`config.mk`:
```
export PLATFORM = sky130hd
export DESIGN_NAME = vga_cfg_axil_regs
export DESIGN_NICKNAME = d
export VERILOG_FILES = /design/src/rtl/vga_cfg_axil_regs_pkg.sv /design/src/rtl/vga_cfg_axil_regs.sv
export SDC_FILE = /design/constraint.sdc
export NUM_CORES = 1
export LEC_CHECK = 0
export BUFFER_PORTS_ARGS = -buffer_cell sky130_fd_sc_hd__buf_4
export CAP_MARGIN = 25
export CORE_MARGIN = 4
export CORE_UTILIZATION = 57
export CTS_CLUSTER_DIAMETER = 200
export CTS_CLUSTER_SIZE = 16
export DETAILED_ROUTE_END_ITERATION = 12
export GPL_ROUTABILITY_DRIVEN = 0
export PLACE_DENSITY = 0.94
export SYNTH_ARGS = -nofsm -noshare
export SYNTH_HDL_FRONTEND = slang
export SYNTH_SLANG_ARGS = --single-unit
```
`constraint.sdc`:
```
create_clock -name clk_100m_i -period 4.25 [get_ports clk_100m_i]
set_input_delay 0.85 -clock clk_100m_i [delete_from_list [all_inputs] [get_ports clk_100m_i]]
set_output_delay 0.85 -clock clk_100m_i [all_outputs]
set_load 0.03 [all_outputs]
```
`src/rtl/vga_cfg_axil_regs_pkg.sv`:
```
// Shared types and register map for the VGA configuration AXI4-Lite block.
package vga_cfg_axil_regs_pkg;

  typedef enum logic [1:0] {
    VGA_RES_800_600   = 2'd0,
    VGA_RES_1280_1024 = 2'd1,
    VGA_RES_1024_768  = 2'd2
  } vga_resolution_e;

  localparam logic [1:0] VGA_RES_NUM = 2'd3;

  localparam logic [10:0] VGA_CFG_CTRL_ADDR    = 11'h000;
  localparam logic [10:0] VGA_CFG_STATUS_ADDR  = 11'h004;
  localparam logic [10:0] VGA_CFG_SCRATCH_ADDR = 11'h008;
  localparam logic [10:0] VGA_CFG_ID_ADDR      = 11'h00C;

  localparam int unsigned CTRL_REQ_BIT    = 0;
  localparam int unsigned CTRL_RES_LSB    = 8;
  localparam int unsigned STATUS_BUSY_BIT = 0;
  localparam int unsigned STATUS_DONE_BIT = 1;

  localparam logic [1:0] AXI_RESP_OKAY   = 2'b00;
  localparam logic [1:0] AXI_RESP_SLVERR = 2'b10;

  typedef enum logic [2:0] {
    SEL_CTRL    = 3'd0,
    SEL_STATUS  = 3'd1,
    SEL_SCRATCH = 3'd2,
    SEL_ID      = 3'd3,
    SEL_NONE    = 3'd4
  } reg_sel_e;

  // Word index is addr[10:2]; the byte offset within a word is ignored.
  function automatic reg_sel_e decode_word(input logic [8:0] word);
    reg_sel_e sel;
    case (word)
      VGA_CFG_CTRL_ADDR[10:2]:    sel = SEL_CTRL;
      VGA_CFG_STATUS_ADDR[10:2]:  sel = SEL_STATUS;
      VGA_CFG_SCRATCH_ADDR[10:2]: sel = SEL_SCRATCH;
      VGA_CFG_ID_ADDR[10:2]:      sel = SEL_ID;
      default:                    sel = SEL_NONE;
    endcase
    return sel;
  endfunction

  function automatic logic [31:0] apply_wstrb(input logic [31:0] old_val,
                                              input logic [31:0] new_val,
                                              input logic [3:0]  strb);
    logic [31:0] merged;
    merged = old_val;
    for (int i = 0; i < 4; i++) begin
      if (strb[i]) begin
        merged[8*i +: 8] = new_val[8*i +: 8];
      end else begin
        merged[8*i +: 8] = old_val[8*i +: 8];
      end
    end
    return merged;
  endfunction

endpackage

```
`src/rtl/vga_cfg_axil_regs.sv`:
```
// AXI4-Lite responder for VGA configuration/status; issues one-cycle
// reconfiguration requests to vga_clk_gen and tracks its completion.
module vga_cfg_axil_regs
  import vga_cfg_axil_regs_pkg::*;
#(
  parameter logic [31:0] SCRATCH_RST = 32'h0000_0000,
  parameter logic [31:0] ID_VALUE    = 32'h5647_4131
) (
  input  logic            clk_100m_i,
  input  logic            rstn_i,
  input  logic [10:0]     s_axi_awaddr,
  input  logic            s_axi_awvalid,
  output logic            s_axi_awready,
  input  logic [31:0]     s_axi_wdata,
  input  logic [3:0]      s_axi_wstrb,
  input  logic            s_axi_wvalid,
  output logic            s_axi_wready,
  output logic [1:0]      s_axi_bresp,
  output logic            s_axi_bvalid,
  input  logic            s_axi_bready,
  input  logic [10:0]     s_axi_araddr,
  input  logic            s_axi_arvalid,
  output logic            s_axi_arready,
  output logic [31:0]     s_axi_rdata,
  output logic [1:0]      s_axi_rresp,
  output logic            s_axi_rvalid,
  input  logic            s_axi_rready,
  output vga_resolution_e resolution_o,
  output logic            req_o,
  input  logic            valid_i
);

  logic            aw_held_r;
  logic [8:0]      aw_word_r;
  logic            w_held_r;
  logic [31:0]     w_data_r;
  logic [3:0]      w_strb_r;
  logic            bvalid_r;
  logic [1:0]      bresp_r;
  logic            rvalid_r;
  logic [31:0]     rdata_r;
  logic [1:0]      rresp_r;
  vga_resolution_e res_r;
  logic [31:0]     scratch_r;
  logic            busy_r;
  logic            done_r;
  logic            req_r;

  logic            aw_hs_s;
  logic            w_hs_s;
  logic            ar_hs_s;
  logic            do_write_s;
  logic [1:0]      wr_resp_s;
  logic [1:0]      ctrl_res_s;
  vga_resolution_e res_nxt_s;
  logic [31:0]     scratch_nxt_s;
  logic            req_fire_s;
  logic [31:0]     rd_data_s;
  logic [1:0]      rd_resp_s;
  logic            unused_s;

  assign unused_s = ^{s_axi_awaddr[1:0], s_axi_araddr[1:0]};

  assign s_axi_awready = ~aw_held_r & ~bvalid_r;
  assign s_axi_wready  = ~w_held_r & ~bvalid_r;
  assign s_axi_arready = ~rvalid_r;
  assign s_axi_bvalid  = bvalid_r;
  assign s_axi_bresp   = bresp_r;
  assign s_axi_rvalid  = rvalid_r;
  assign s_axi_rdata   = rdata_r;
  assign s_axi_rresp   = rresp_r;
  assign resolution_o  = res_r;
  assign req_o         = req_r;

  assign aw_hs_s    = s_axi_awvalid & s_axi_awready;
  assign w_hs_s     = s_axi_wvalid & s_axi_wready;
  assign ar_hs_s    = s_axi_arvalid & s_axi_arready;
  assign do_write_s = aw_held_r & w_held_r;

  // Write decode: a rejected CTRL write leaves every field untouched.
  always_comb begin
    wr_resp_s     = AXI_RESP_SLVERR;
    res_nxt_s     = res_r;
    scratch_nxt_s = scratch_r;
    req_fire_s    = 1'b0;
    ctrl_res_s    = res_r;
    case (decode_word(aw_word_r))
      SEL_CTRL: begin
        if (w_strb_r[1]) begin
          ctrl_res_s = w_data_r[CTRL_RES_LSB +: 2];
        end else begin
          ctrl_res_s = res_r;
        end
        if (busy_r || (ctrl_res_s >= VGA_RES_NUM)) begin
          wr_resp_s = AXI_RESP_SLVERR;
        end else begin
          wr_resp_s  = AXI_RESP_OKAY;
          res_nxt_s  = vga_resolution_e'(ctrl_res_s);
          req_fire_s = w_strb_r[0] & w_data_r[CTRL_REQ_BIT];
        end
      end
      SEL_SCRATCH: begin
        wr_resp_s     = AXI_RESP_OKAY;
        scratch_nxt_s = apply_wstrb(scratch_r, w_data_r, w_strb_r);
      end
      default: begin
        wr_resp_s = AXI_RESP_SLVERR;
      end
    endcase
  end

  // Read decode from current register values (pre-update on a shared edge).
  always_comb begin
    rd_data_s = 32'h0000_0000;
    rd_resp_s = AXI_RESP_OKAY;
    case (decode_word(s_axi_araddr[10:2]))
      SEL_CTRL:    rd_data_s[CTRL_RES_LSB +: 2] = res_r;
      SEL_STATUS: begin
        rd_data_s[STATUS_BUSY_BIT] = busy_r;
        rd_data_s[STATUS_DONE_BIT] = done_r;
      end
      SEL_SCRATCH: rd_data_s = scratch_r;
      SEL_ID:      rd_data_s = ID_VALUE;
      default:     rd_resp_s = AXI_RESP_SLVERR;
    endcase
  end

  // Write channel: independent AW/W holding registers and response.
  always_ff @(posedge clk_100m_i) begin
    if (!rstn_i) begin
      aw_held_r <= 1'b0;
      aw_word_r <= 9'd0;
      w_held_r  <= 1'b0;
      w_data_r  <= 32'h0000_0000;
      w_strb_r  <= 4'h0;
      bvalid_r  <= 1'b0;
      bresp_r   <= AXI_RESP_OKAY;
    end else begin
      if (aw_hs_s) begin
        aw_held_r <= 1'b1;
        aw_word_r <= s_axi_awaddr[10:2];
      end
      if (w_hs_s) begin
        w_held_r <= 1'b1;
        w_data_r <= s_axi_wdata;
        w_strb_r <= s_axi_wstrb;
      end
      if (do_write_s) begin
        aw_held_r <= 1'b0;
        w_held_r  <= 1'b0;
        bvalid_r  <= 1'b1;
        bresp_r   <= wr_resp_s;
      end else if (bvalid_r && s_axi_bready) begin
        bvalid_r <= 1'b0;
      end
    end
  end

  // Read channel: single outstanding read, response held until rready.
  always_ff @(posedge clk_100m_i) begin
    if (!rstn_i) begin
      rvalid_r <= 1'b0;
      rdata_r  <= 32'h0000_0000;
      rresp_r  <= AXI_RESP_OKAY;
    end else if (ar_hs_s) begin
      rvalid_r <= 1'b1;
      rdata_r  <= rd_data_s;
      rresp_r  <= rd_resp_s;
    end else if (rvalid_r && s_axi_rready) begin
      rvalid_r <= 1'b0;
    end
  end

  // Configuration and status; an accepted REQ outranks a coincident valid_i.
  always_ff @(posedge clk_100m_i) begin
    if (!rstn_i) begin
      res_r     <= VGA_RES_800_600;
      scratch_r <= SCRATCH_RST;
      busy_r    <= 1'b0;
      done_r    <= 1'b0;
      req_r     <= 1'b0;
    end else begin
      req_r <= 1'b0;
      if (do_write_s) begin
        res_r     <= res_nxt_s;
        scratch_r <= scratch_nxt_s;
      end
      if (do_write_s && req_fire_s) begin
        req_r  <= 1'b1;
        busy_r <= 1'b1;
        done_r <= 1'b0;
      end else if (valid_i) begin
        busy_r <= 1'b0;
        done_r <= 1'b1;
      end
    end
  end

endmodule

```
==> results.sh <==
export IMPL_crit_buf_inv=1
export IMPL_setup_viol=0
export IMPL_final_nets=654
export IMPL_hold_path_depth=2
export IMPL_post_route_cell_area_um2=6065
export IMPL_die_w_um=98.65
export IMPL_synth_cell_area_um2=4683
export IMPL_yosys_warnings=0
export IMPL_postCtsSetupBuffers=0
export IMPL_diodes=0
export IMPL_std_cell_rows=32
export IMPL_h_tree_depth=4
export IMPL_drtPass1Iterations=5
export IMPL_asyncSetResetFlopFracSynth_pct=0
export IMPL_final_common_cell="nand2_1"
export IMPL_fin_skew_ps=5.295
export IMPL_overflow=0
export IMPL_grt_max_degree=121
export IMPL_fmax_mhz=431.3
export IMPL_multi_input_comb_area_um2=2127
export IMPL_crit_chain="buf_4, or4_1, nor4_4, a22o_1"
export IMPL_p_sw_uw=623.5
export IMPL_die_area_um2=9731
export IMPL_hp_start="w_data_r[7]"
export IMPL_dpl_instance_area_um2=5464
export IMPL_r2r_end="scratch_r[17]"
export IMPL_layout_cells_non_filler=702
export IMPL_critPathMaxFanout=17
export IMPL_clockBufferDepth=2
export IMPL_netlist_instances=496
export IMPL_drive_above_1_share_pct=24.00
export IMPL_start_util_pct=59.68
export IMPL_post_route_worst_setup_slack_ps=1931
export IMPL_ir_drop_v=0.0003333
export IMPL_cp_num_cells=4
export IMPL_hold_viol_final=0
export IMPL_synth_edf_count=0
export IMPL_hold_path_endpoint="scratch_r[7]"
export IMPL_yosysTopAreaCell="dfxtp_1"
export IMPL_critPathLaunchType="input pin"
export IMPL_synth_area_top_cells="dfxtp_1 (51%), nand2_1 (11%), mux2i_1 (9.0%), a21boi_0 (6.1%), a22o_1 (3.2%)"
export IMPL_slowest_stage="nor4_4"
export IMPL_finalCritPeriodShare_pct=54.56
export IMPL_crit_arrival_ps=2760
export IMPL_drv_cap=0
export IMPL_worst_slew_pin_slew_ps=1027
export IMPL_num_fill_cells=518
export IMPL_internal_power_uw=2147
export IMPL_dp_cells=670
export IMPL_cts_resized=0
export IMPL_syn_area_per_cell_um2=9.442
export IMPL_regToRegStartpoint="aw_word_r[8]"
export IMPL_core_area_um2=7848
export IMPL_p_comb_share_pct=8.2
export IMPL_p_clk_share_pct=49.0
export IMPL_p_seq_share_pct=42.9
export IMPL_critical_path_class="input pin to register"
export IMPL_hold_buffers=0
export IMPL_numPortBuffers=103
export IMPL_path_delay_family="simple AND/OR/NAND/NOR gates"
export IMPL_status="finished, final reports clean"
export IMPL_dieHeight_um=98.65
export IMPL_max_stage_delay_ps=930
export IMPL_via_per_inst=5.550
export IMPL_synth_seq_cells=120
export IMPL_final_cell_mix="nand2_1 (143), dfxtp_1 (120), buf_4 (106)"
export IMPL_grt_pass1_wl_mm=18.63
export IMPL_hp_class="register to register"
export IMPL_root_buffer="clkbuf_8"
export IMPL_wl_per_cell_um=16.37
export IMPL_seqCellArea_um2=2402
export IMPL_dp_hpwl_mm=7.329
export IMPL_cts_tree="yes"
export IMPL_r2r_slack_ps=2020
export IMPL_leakagePower_uw=0.002411
export IMPL_ant_nets=0
export IMPL_timing_setup_tns_ps=0
export IMPL_path_clk_slew_ps=60
export IMPL_drc=0
export IMPL_ios=110
export IMPL_r2r_cells=3
export IMPL_finalWirelength_mm=11.49
export IMPL_num_vias=3896
export IMPL_yosys_most_used_dff="dfxtp_1"
export IMPL_yosys_cell_types_count=41
export IMPL_grt_antenna_before_repair=0
export IMPL_insertion_delay_ps=510
export IMPL_cp_data_required_time_ps=4690
export IMPL_grt_total_usage_pct=23.81
export IMPL_clkSinkCount=120
export IMPL_ys_seq_area_share_pct=51.30
export IMPL_grt_pass1_vias=3923
export IMPL_synth_top_area_share_pct=51.30
export IMPL_fin_crit_ps=2319
export IMPL_cts_buffers=17
export IMPL_drt_iter0_drc=314
export IMPL_cp_end_kind="register"
export IMPL_drv_slew=0
export IMPL_dp_slack_ps=1441
export IMPL_slew_headroom_pct=31.00
export IMPL_power_density_nw_per_um2=456.9
export IMPL_switching_share_pct=22.50
export IMPL_rsz0062_at_grt="false"
export IMPL_area_growth_pct=29.50
==> flip-flops by register name, indices dropped and copies added, names as in the netlist, 2 cells and up <==
register,cells
resolution_o,2
w_data_r,32
w_strb_r,4
s_axi_rdata,32
aw_word_r,9
scratch_r,32
==> per-stage QoR <==
stage                     utilization [%]  total power (µW)  hold WS [ps]
after floorplan                         -              1348         434.4
after global placement              69.63              1417         442.8
after detailed placement            69.63              1427         448.1
after CTS                           76.93              2776         458.7
after global routing                77.28              2853         480.4
final                               77.28              2771         457.2
==> Yosys cell counts, types with 4 or more instances <==
library cell and n:
nand4_1 4, a21boi_0 38, nor4_4 5, nand2b_1 5, dfxtp_1 120, nor2_1 14
clkbuf_1 23, o2bb2ai_1 13, mux2i_1 42, a22o_1 17, buf_1 7, nand3b_1 4
nand2_1 143, nor2b_1 13, nand3_1 6
==> cells by family after synthesis <==
family | count (synthesis) | synth area share, %
buf+inv | 38 | 3.473
simple gates | 211 | 21.69
flops | 120 | 51.30
compound gates | 84 | 14.48
mux | 42 | 8.977
other cells | 1 | 0.08007
==> power groups by stage <==
stage	clock, µW	sequential, µW	combinational [µW]
2_1_floorplan	0	1200	144
3_3_place_gp	0	1210	210
3_5_place_dp	0	1210	218
4_1_cts	1370	1190	221
5_1_grt	1410	1190	248
6_report	1360	1190	226
==> per-layer routing <==
metal / GRT usage (%) / vias to the layer above / part of all wire [%]
li1: - / 1884 / -
met1: 27.93 / 1817 / 41
met2: 39.99 / 165 / 50
met3: 7.360 / 30 / 7.3
met4: 10.71 / 0 / 2.4
met5: 0 / - / 0
==> worst register-to-register path, delay by kind of cell, from the launching register on <==
kind	cells	cell delay, ps
flops	1	320
mux	1	290
simple gates	2	1550
==> how the worst max path moves through the flow <==
| stage | from | to | slack (ps) |
|---|---|---|---|
| 2_1_floorplan | s_axi_araddr[6] | s_axi_rdata[15] | 1950 |
| 3_3_place_gp | s_axi_araddr[6] | s_axi_rdata[21] | 1490 |
| 3_5_place_dp | s_axi_araddr[6] | s_axi_rdata[3] | 1440 |
| 4_1_cts | s_axi_araddr[6] | s_axi_rdata[3] | 1960 |
| 5_1_grt | s_axi_araddr[6] | s_axi_rdata[12] | 1870 |
| 6_report | s_axi_araddr[6] | s_axi_rdata[24] | 1930 |
==> cell type report <==
type | instances | area share (%)
timing repair buffer | 107 | 13.58
sequential | 120 | 39.61
tap | 102 | 2.104
clock buffer | 24 | 7.922
inverter | 3 | 0.1857
multi-input combinational | 339 | 35.07
clock inverter | 7 | 1.527
No activity file was read; power rests on OpenSTA's default activity.
